### config.mk
export PLATFORM = sky130hd
export DESIGN_NAME = forth_loader
export DESIGN_NICKNAME = d
export VERILOG_FILES = /design/src/rtl/forth_loader.sv
export SDC_FILE = /design/constraint.sdc
export NUM_CORES = 1
export LEC_CHECK = 0
export CORE_MARGIN = 1
export CORE_UTILIZATION = 57
export DETAILED_ROUTE_END_ITERATION = 12
export DONT_BUFFER_PORTS = 1
export GPL_TIMING_DRIVEN = 0
export PLACE_DENSITY_LB_ADDON = 0.2
export REMOVE_ABC_BUFFERS = 1
export SETUP_SLACK_MARGIN = 0.3
export SYNTH_ARGS = -nofsm -noshare
export SYNTH_HDL_FRONTEND = slang
export SYNTH_SLANG_ARGS = --single-unit
### constraint.sdc
create_clock -name clk -period 2.4 [get_ports clk]
set_clock_uncertainty 0.15 [all_clocks]
set_input_delay 0.72 -clock clk [delete_from_list [all_inputs] [get_ports clk]]
set_output_delay 0.72 -clock clk [all_outputs]
set_load 0.02 [all_outputs]
### src/rtl/forth_loader.sv
// forth_loader: framed byte-stream boot loader that fills instruction RAM and releases the forth core.
module forth_loader #(
    parameter int iaddr_width = 10,
    parameter int instr_width = 16
) (
    input  logic                   clk,
    input  logic                   reset,
    input  logic [7:0]             rx_data,
    input  logic                   rx_valid,
    output logic                   rx_ready,
    output logic [iaddr_width-1:0] imem_addr,
    output logic [instr_width-1:0] imem_wdata,
    output logic                   imem_write,
    output logic                   cpu_reset,
    output logic                   done,
    output logic                   error
);
    typedef enum logic [2:0] {SYNC, LEN_LO, LEN_HI, DATA_LO, DATA_HI, CSUM, RUN, ERROR} state_t;
    localparam logic [16:0] depth = 17'd1 << iaddr_width;
    state_t               state;
    logic [15:0]          len;
    logic [iaddr_width:0] cnt;
    logic [7:0]           csum;
    logic [7:0]           lo;
    logic                 accept;
    logic [16:0]          n_full;
    logic [iaddr_width:0] cnt_inc;
    logic                 last;
    assign accept  = rx_valid && rx_ready;
    assign n_full  = {1'b0, rx_data, len[7:0]};
    assign cnt_inc = cnt + (iaddr_width + 1)'(1);
    assign last    = 17'(cnt_inc) == {1'b0, len};
    always_ff @(posedge clk) begin
        if (reset) begin
            state      <= SYNC;
            rx_ready   <= 1'b0;
            imem_write <= 1'b0;
            imem_addr  <= '0;
            imem_wdata <= '0;
            cpu_reset  <= 1'b1;
            done       <= 1'b0;
            error      <= 1'b0;
            len        <= '0;
            cnt        <= '0;
            csum       <= '0;
            lo         <= '0;
        end else begin
            imem_write <= 1'b0;
            rx_ready   <= state != RUN;
            if (accept) begin
                case (state)
                    SYNC:   state <= (rx_data == 8'hA5) ? LEN_LO : SYNC;
                    LEN_LO: begin
                        len[7:0] <= rx_data;
                        state    <= LEN_HI;
                    end
                    LEN_HI: begin
                        len[15:8] <= rx_data;
                        cnt       <= '0;
                        csum      <= '0;
                        state     <= (n_full == 17'd0 || n_full > depth) ? ERROR : DATA_LO;
                        error     <= n_full == 17'd0 || n_full > depth;
                    end
                    DATA_LO: begin
                        lo    <= rx_data;
                        csum  <= csum + rx_data;
                        state <= DATA_HI;
                    end
                    DATA_HI: begin
                        csum       <= csum + rx_data;
                        imem_write <= 1'b1;
                        imem_addr  <= cnt[iaddr_width-1:0];
                        imem_wdata <= instr_width'({rx_data, lo});
                        cnt        <= cnt_inc;
                        state      <= last ? CSUM : DATA_LO;
                    end
                    CSUM: begin
                        // a matching checksum releases the core on this very edge
                        state     <= (rx_data == csum) ? RUN : ERROR;
                        error     <= rx_data != csum;
                        rx_ready  <= rx_data != csum;
                        cpu_reset <= rx_data != csum;
                        done      <= rx_data == csum;
                    end
                    ERROR: begin
                        state <= (rx_data == 8'hA5) ? LEN_LO : ERROR;
                        error <= rx_data != 8'hA5;
                    end
                    RUN: ;
                endcase
            end
        end
    end
endmodule

### Word level (Yosys, flattened, before mapping)

Index checks and enable logic that the tools add are counted.

* flip-flop bits (word level): 77
* bits of input ports: 11
* output and inout bits: 31
* logic and storage cells: 60

* $add $sub $neg: 2
* $lt $le $gt $ge: 1
* equal/unequal tests: 12
* muxes and demuxes: 12
* bitwise operators: 1
* reduce and logical (&&, ||, !) cells: 19

Operators with widths (count)
* case mux 11 bit (2 select lines): 1
* case mux 3 bit (7 select lines): 1
* AND reduction 2 bit: 9
* logical NOT 17 bit: 1
* equality test 11 x 16 -> 1 bit: 1
* > comparator 16 x 11 -> 1 bit (second input constant): 1
* case mux 8 bit (2 select lines): 1
* adder 11 x 1 -> 11 bit (second input constant): 1
* equality test 3 bit (second input constant): 3
* two-way mux 3 bit: 3
* adder 8 bit: 1
* equality test 8 bit: 1
* equality test 8 bit (second input constant): 1
* != test 8 bit: 1
* != test 8 bit (second input constant): 1
* nonzero test 7 bit: 1
* equality test 3 x 2 -> 1 bit (second input constant): 2
* two-way mux 1 bit: 5
* nonzero test 2 bit: 2
* OR reduction 2 bit: 2
* equality test 3 x 1 -> 1 bit (second input constant): 1
* logical NOT 3 bit: 1
* != test 3 bit (second input constant): 1
* case mux 1 bit (3 select lines): 1
* 4 further kinds: 4

### Logic depth before layout (Yosys ltp)

* depth after elaboration: 4
* gate-level depth with buffers: 8
* mapped depth without buffers: 8

### Worst setup path before layout

Ideal clock, no wire load.

* path type: input -> register
* start: input rx_data[0]
* end: register csum[6]
* setup time: 122 ps
* arrival: 2255 ps
* data required time: 2128 ps
* slack: -127 ps
* cell stages on the path: 8
* path buffers: 0
* cell sequence: ha_1 > fa_1 > a21o_1 > a21oi_1 > o21bai_1 > a21oi_1 > nor4_1 > a311o_1

* cells in the longest elaborated chain, start to end: 2

Ends and longest elaborated chain
* start, declared: RTL line 8 `input logic [7:0] rx_data,`
* adder 8 bit: RTL line 66, 70
* case mux 8 bit (2 select lines): RTL line 51 `case (state)`
* end signal, assigned: RTL line 66 `csum <= csum + rx_data;`
* end signal, assigned: RTL line 70 `csum <= csum + rx_data;`
* end, declared: RTL line 23 `logic [7:0] csum;`

No other way between the ends.
A chain may end at the register's enable or synchronous reset.

### Final worst setup path

Same ends and word-level chain as after synthesis.

==> reports/metrics.yaml <==
setup_path:
  cpMostUsedCell: "a21oi_2"
  worst_path_max_delay_cell: "fa_2"
  cp_top_family: "compound AO/OA/AOI/OAI gates"
  r2r-end: "csum[6]"
  cp.buffers_inverters: 0
  r2r_cells: 8
  critPathRequiredTime_ns: 2.50
  cp-startpoint: "rx_data[0]"
  endpoint: "csum[6]"
  cp_max_fo: 7
  worstSetupStartpointType: "primary input"
  r2r_setup_slack_ns: 0.33
  critPathCaptureType: "flop"
  critical_path_depth: 8
  crit_arrival_ns: 2.22
  cpPeakStageDelay_ns: 0.40
  crit_chain: "ha_2 -> fa_2 -> a21o_1 -> a21oi_2 -> o21bai_1 -> a21oi_2 -> nor4_1 -> a311o_1"
  reg2reg_from: "csum[0]"
  criticalPathCategory: "primary input to flop"
clock_network:
  cts.path.max_buffers: 2
  cts_buffers: 9
  path_clk_slew_ns: 0.09
  ctsHoldBuffers: 0
  htree_levels: 3
  cts_tree: "built"
  root_buffer: "clkbuf_8"
  insertion_delay_ns: 0.36
  cts_sinks: 77
synthesis:
  syn-cell-area_um2: 3660
  ys_seq_area_share_pct: 42.2
  synthCells: 462
  synth_edf_count: 0
  synth_area_per_cell_um2: 7.91
  yosys_most_used_dff: "dfxtp_1"
  synth_cell_types: 53
  ys_ff_latch: 77
  synthArstFlopShare_pct: 0
  yosys_warnings: 0
floorplanning:
  rows: 28
  core_um2: 6060
  die_x_um: 82.1
  start_util_pct: 60.3
  dieArea_um2: 6740
  fp.dieH_um: 82.1
  ios: 42
timing:
  finalSetupViolations: 0
  slew_viol_final: 0
  worstMarginPinSlew_ns: 0.491
  rsz0062_at_grt: "true"
  finalCritPeriodShare_pct: 88.2
  max_freq_ghz: 0.473
  layout_min_cycle_time_ns: 2.12
  hold_violations: 0
  fin_ws_ns: 0.284
  slew_headroom_pct: 67.1
route:
  via_per_inst: 6.16
  drc_errors: 0
  routed_wl_mm: 8.93
  via_count: 3295
  drtAntennaViolNets: 0
  wl_per_cell_um: 16.7
  first_pass_iters: 5
  drtIter0Drc: 356
global_routing:
  grt_max_degree: 78
  grt_overflow: 0
  met1_usage_pct: 32.7
  grt_use_met2_pct: 45.1
  grt_pass1_vias: 3007
  grt_first_pass_wirelength_mm: 13.8
  top_usage_layer: "met2"
  globalRouteTotalUtil_pct: 27.3
  antenna_found_initial: 0
  met3_usage_pct: 8.89
finish:
  drive_gt1_share_pct: 15.2
  utilization_pct: 67.9
  diodes: 0
  layout_commonest_cell: "nand2_1"
  nets: 475
  final_cell_mix: "nand2_1 (96), dfxtp_1 (67), a21oi_1 (62), nor2_1 (41), o21ai_0 (13)"
  syn_to_final_growth_pct: 12.6
worst_hold_path:
  hp-class: "primary input to flop"
placement:
  place_congestion: 0.888
  dp_slack_ns: -1.10
  hpwl_mm: 5.51
  port_buffers: 0
pwr:
  leakagePower_nw: 1.35
  p_per_area_nw_per_um2: 571
  ir_drop_uv: 495
run:
  maxCapViolCount: 0
outcome:
  status: "complete, no violations"
[where the power goes]
part | internal [W] | leakage (nW) | switching [W]
Combinational | 0.0000171 | 0.618 | 0.0000261
Clock | 0.000495 | 0.105 | 0.000536
Sequential | 0.00127 | 0.625 | 0.00000227
[metrics by stage]
stage                     std cells  instance area [um^2]  hold WS (ns)  total power (W)  TNS [ns]
after floorplan                 435                  3530         0.275          0.00134    -20.94
final                           535                  4120         0.268          0.00235         0
after CTS                       530                  3960         0.268          0.00235         0
after detailed placement        512                  3660         0.292          0.00134    -20.92
after global routing            535                  4120         0.252          0.00241         0
after global placement          510                  3620         0.285          0.00134    -70.47
[metal layers]
layer  share of wire, %  vias up
met2                 48      110
met5                  0        -
met4                2.4        0
met1                 44     1556
met3                5.9       22
li1                   -     1607
[what timing repair did]
action | 4_1_cts | 5_1_grt
pin swaps | 2 | 10
setup buffers | 2 | 5
setup endpoints to repair | 65 | 24
gates resized for setup | 22 | 28
[cell families (layout without fill, tap and decap cells)]
logic type / count (synthesis) / in the layout / share of synthesized area [%]
AOI/OAI and AO/OA: 112 / 112 / 17.9
xor gates and xnor gates: 17 / 17 / 4.28
adders and majority gates: 9 / 9 / 3.29
buffers and inverters: 34 / 32 / 4.21
DFF: 77 / 77 / 42.2
muxes: 8 / 8 / 2.19
and+or+nand+nor: 205 / 205 / 26.0
[sequential cells by signal, summed over array words and instances, names as in the netlist]
name        cells
imem_addr      10
cnt            11
rx_ready        1
csum            8
done            1
cpu_reset       1
state           3
len            16
error           1
imem_wdata     16
lo              8
imem_write      1
[synth_stat cells (all sizes together) (3+ instances only)]
library cell / n / area, um^2
nand2: 98 / 370
dfxtp: 77 / 1540
a21oi: 66 / 330
nor2: 44 / 165
o21ai: 16 / 80.1
clkbuf: 14 / 52.6
buf: 13 / 75.1
xnor2: 13 / 121
nor3: 11 / 55.1
nand3: 9 / 45.0
ha: 8 / 100
mux2i: 8 / 80.1
nand4: 8 / 50.1
inv: 7 / 26.3
nor4: 7 / 56.3
a22oi: 6 / 45.0
and3: 5 / 31.3
or3: 5 / 31.3
nor3b: 4 / 35.0
or4: 4 / 33.8
xor2: 4 / 35.0
a311oi: 3 / 26.3
[worst min-delay path by stage]
stage                     start            end  slack (ns)  cells past startpoint
after detailed placement  lo[0]  imem_wdata[0]        0.29                      2
after CTS                 reset         cnt[0]        0.27                      1
final                     reset  imem_wdata[2]        0.27                      1
after global placement    lo[7]  imem_wdata[7]        0.29                      2
after floorplan           lo[0]  imem_wdata[0]        0.28                      2
after global routing      reset  imem_wdata[1]        0.25                      1
[layout make-up]
type,count,area [um^2]
Clock buffer,9,124
Sequential cell,77,1560
Fill cell,505,1940
Timing Repair Buffer,9,78.8
Clock inverter,7,78.8
Multi-Input combinational cell,351,2160
Inverter,7,26.3
Tap cell,75,93.8
Note: power is estimated with default switching activity, not from simulation.
==> edit 1: new RTL, same flow settings <==
The 8 states of `state_t` get a Gray code encoding in 3 bits.
--- a/src/rtl/forth_loader.sv
+++ b/src/rtl/forth_loader.sv
@@ -16,5 +16,5 @@
     output logic                   error
 );
-    typedef enum logic [2:0] {SYNC, LEN_LO, LEN_HI, DATA_LO, DATA_HI, CSUM, RUN, ERROR} state_t;
+    typedef enum logic [2:0] {SYNC = 3'b000, LEN_LO = 3'b001, LEN_HI = 3'b011, DATA_LO = 3'b010, DATA_HI = 3'b110, CSUM = 3'b111, RUN = 3'b101, ERROR = 3'b100} state_t;
     localparam logic [16:0] depth = 17'd1 << iaddr_width;
     state_t               state;
Formal check against the unedited RTL: same outputs for any inputs over 10 cycles, from zero or initial values and one cycle with reset high; not proved beyond that.
==> edit 1 against the original RTL <==
Final area rose by 2.9%; synthesized area up 2.6%; setup slack improved by 0.034 ns; first-iteration DRC count down 10%; critical path depth decreased by 1; via count up 2.2%; fmax increased by 1.7%; global-route usage fell by 1.0 points; sequential cell count unchanged; routed wire length increased by 1.3%; power fell by 3.6%; sequential share of layout area is 0.85 points lower; largest power group unchanged.
==> edit 1: results (changes against the original RTL) <==
* Number of global-route vias before repair at 2978 (was 3007)
* Largest net degree at the start of global routing at 81 (was 78)
* Post-DP HPWL at 5300 um (was 5510 um)
* First-pass GRT wire length at 14600 um (was 13800 um)
* Area contributors post-synth: dfxtp_1, nand2_1, a21oi_1 (unchanged)
* Tot GR Track Use at 26.3% (was 27.3%)
* Post-CTS setup buffer count at 8 (was 2)
* Placed inst area at 3710 um2 (was 3660 um2)
* Status: completed (unchanged)
* Filler cells at 506 (was 505)
* Synth unique cells at 60 (was 53)
* Via count at 3369 (was 3295)
* Worst-Margin Slew at 0.815 ns (was 0.491 ns)
* DRT iter0 DRCs at 319 (was 356)
* Compound-gate portion of the synthesized area at 18.2% (was 17.9%)
* Synth Area in XOR/XNOR at 3.70% (was 4.28%)
* CTS resizes at 34 (was 22)
* FP Rows at 29 (was 28)
* Post-synthesis adder-cell area fraction at 3.20% (was 3.29%)
* RD Place Congestion at 0.887 (was 0.888)
* Leakage at 1.35 nW (about the same)
* Routed WL per cell at 16.6 um (was 16.7 um)
* DR pass1 iterations at 6 (was 5)
* Max FO, Critical Path at 6 (was 7)
* Max rail drop VDD at 0.397 mV (was 0.495 mV)
==> edit 1: changes by cell type after synthesis, moves of 4 or more <==
cell / unedited run / this run
a21oi_1: 66 / 56
mux2i_1: 8 / 17
nor2_1: 44 / 52
clkbuf_1: 14 / 21
nand4_1: 8 / 2
nand2_1: 97 / 92
nand3_1: 9 / 13
==> edit 1: through the flow <==
step	hold slack (ns)	TNS, ns	utilization, %	cells	worst slack [ns]
floorplan	0.275	-3.94	-	434	-0.344
finish	0.263	0	66.7	545	0.319
detailed placement	0.287	-6.73	58.5	511	-0.618
CTS	0.257	0	64.9	537	0.254
global route	0.248	0	66.7	545	0.254
global placement	0.287	-36.21	58.4	511	-1.47
==> edit 1: critical path, stage by stage, from the launching register on <==
cell,delay (ns)
dfxtp_4,0.36
buf_4,0.16
nand4_2,0.13
nor2_1,0.14
a32o_1,0.29
a2111oi_2,0.29
nand4_1,0.22
a221oi_2,0.25
==> edit 1: path summary, 6_finish.rpt <==
check	start	endpoint	slack (ns)	cells after the start
worst min register to register	lo[4]	imem_wdata[4]	0.30	2
worst max-delay path	cnt[1]	state[0]	0.32	7
worst max register to register	cnt[1]	state[0]	0.32	7
worst min-delay path	reset	imem_wdata[10]	0.26	1
==> edit 1: final cells by class <==
cell class / count / share of cell area, %
multi-input cells: 350 / 52.6
well taps: 77 / 2.27
repair buffers: 16 / 2.83
inverters: 9 / 0.797
flip-flops and latches: 77 / 37.0
clock inverters: 7 / 1.51
clock buffers: 9 / 2.92
==> edit 1: layer usage <==
layer	GRT usage (%)	wire [um]	vias up
met4	11.1	141	0
met3	5.67	518	12
met2	42.5	4400	110
li1	-	-	1625
met1	33.9	4000	1622
met5	0	0	-
==> edit 1: power breakdown <==
group / switching, mW / internal [mW]
registers: 0.00246 / 1.27
clock network: 0.553 / 0.401
logic: 0.0193 / 0.0187
==> edit 2: new RTL, same settings <==
Without the edit above. The parameter `instr_width` goes from 16 to 32.
--- a/src/rtl/forth_loader.sv
+++ b/src/rtl/forth_loader.sv
@@ -2,5 +2,5 @@
 module forth_loader #(
     parameter int iaddr_width = 10,
-    parameter int instr_width = 16
+    parameter int instr_width = 32
 ) (
     input  logic                   clk,
Interface: changed (resized imem_wdata); port bits go from 42 to 58. No check against the original RTL was run, so the function may have changed too.
==> edit 2 against the original RTL <==
Global-route usage down 1.7 points; setup slack worse by 0.16 ns; count of clock-buffer cells in the layout up 1; final area up 1.9%; hold slack better by 0.0056 ns; routed wire length about the same; synthesized area up 2.3%; critical endpoint is now state[1]; power down 2.4%; sequential cell count unchanged.
==> edit 2: results (changes against the original RTL) <==
* H-tree levels at 3 (unchanged)
* Routed WL at 8930 um (about the same)
* Max rail drop VDD at 0.481 mV (was 0.495 mV)
* Worst EP arrival at 2.38 ns (was 2.22 ns)
* Area contributors post-synth: dfxtp_1, nand2_1, mux2i_1 (was dfxtp_1, nand2_1, a21oi_1)
* Synth unique cells at 56 (was 53)
* Port Buffer Count at 0 (unchanged)
* Top cells by count, synth: dfxtp_1, nand2_1, nor2_1 (was nand2_1, dfxtp_1, a21oi_1)
* Maximum root-to-sink buffer count at 2 (unchanged)
* Largest net degree at the start of global routing at 72 (was 78)
* Inserted Clock Buffers at 9 (unchanged)
* HP Class: input pin to flop (unchanged)
* Via density at 6.04 (was 6.16)
* DRT iter0 DRCs at 264 (was 356)
* Worst slew margin at 56.8% (was 67.1%)
* Pre-CTS WS at -0.324 ns (was -1.10 ns)
* Post-DP HPWL at 5320 um (was 5510 um)
* Clk_lat worst skew at 0.35 ns
* Largest registers: imem_wdata x16, len x16, cnt x11 (unchanged)
* Seq/Total Area, Yosys at 41.2% (was 42.2%)
* Filler cells at 521 (was 505)
* # nets final at 469 (was 475)
* DR pass1 iterations at 4 (was 5)
* Tot GR Track Use at 25.6% (was 27.3%)
* Ys flop type: dfxtp_1 (unchanged)
* Warnings from Yosys at 0 (unchanged)
* Leakage at 1.55 nW (was 1.35 nW)
* Layout cells sized above 1 at 17.0% (was 15.2%)
* Max FO, Critical Path at 2 (was 7)
* Root buf cell: clkbuf_8 (unchanged)
* Status: completed (unchanged)
* Clock slew at reported path FFs at 0.09 ns (about the same)
* Number of global-route vias before repair at 2857 (was 3007)
* Initial antenna violation count at 0 (unchanged)
* Async SR Flop Fraction at 0% (unchanged)
* First-pass GRT wire length at 14200 um (was 13800 um)
* RD Place Congestion at 0.822 (was 0.888)
* Ant. Diodes at 0 (unchanged)
[edit 2: routing by layer]
metal / global-route usage, % / up-vias / wire [um]
li1: - / 1543 / -
met1: 33.0 / 1516 / 3730
met2: 41.9 / 125 / 4470
met3: 5.07 / 22 / 536
met4: 10.8 / 0 / 192
met5: 0 / - / 0
[edit 2: final timing paths]
path	start	endpoint	slack (ns)	cells past startpoint
max	len[11]	state[1]	0.12	5
min	reset	imem_wdata[3]	0.27	1
max reg2reg	len[11]	state[1]	0.12	5
min reg2reg	lo[1]	imem_wdata[1]	0.30	2
[edit 2: area by class of cell]
| cell class | count | share of cell area, % |
|---|---|---|
| clock buffer | 10 | 3.28 |
| clock inverter | 6 | 1.22 |
| tap | 77 | 2.30 |
| multi-input combinational | 345 | 53.4 |
| inverter | 6 | 0.537 |
| sequential | 77 | 37.3 |
| timing repair buffer | 10 | 1.97 |
[edit 2: timing repair]
action / CTS / global route
buffers inserted: 3 / 5
endpoints found under the setup margin: 50 / 36
gates resized for setup: 31 / 30
pin swaps: 9 / 9
cloned: 1 / 0
[edit 2: critical path: stages, from the launching register on]
cell	delay, ns
dfxtp_2	0.33
or4_4	0.55
nor4_4	0.32
nand2_1	0.08
or4_4	0.52
o211a_1	0.22
[edit 2: cells by family (layout without fill, tap and decap cells)]
kind of cell | count (synthesis) | after routing | share of synthesized area [%]
fa+ha+maj | 9 | 9 | 3.21
compound gates | 97 | 97 | 16.1
flops | 77 | 77 | 41.2
other cells | 1 | 16 | 0.100
simple gates | 176 | 177 | 21.1
buf+inv | 48 | 32 | 6.63
xor+xnor | 21 | 21 | 4.92
mux | 25 | 25 | 6.69
[edit 2: where the power goes]
group | total [mW] | internal, mW | switching [mW] | leakage [nW]
Clock | 0.949 | 0.419 | 0.531 | 0.0939
Sequential | 1.28 | 1.27 | 0.00214 | 0.628
Combinational | 0.0697 | 0.0201 | 0.0496 | 0.825
[edit 2: metrics by stage]
stage	utilization (%)	TNS, ns	instance area, um2	std cells	hold WS (ns)
6_report	66.1	0	4200	531	0.274
5_1_grt	66.1	0	4200	531	0.246
4_1_cts	63.6	0	4040	526	0.268
3_5_place_dp	58.2	-4.35	3690	506	0.290
3_3_place_gp	57.7	-76.97	3670	504	0.286
2_1_floorplan	-	-26.30	3570	427	0.275
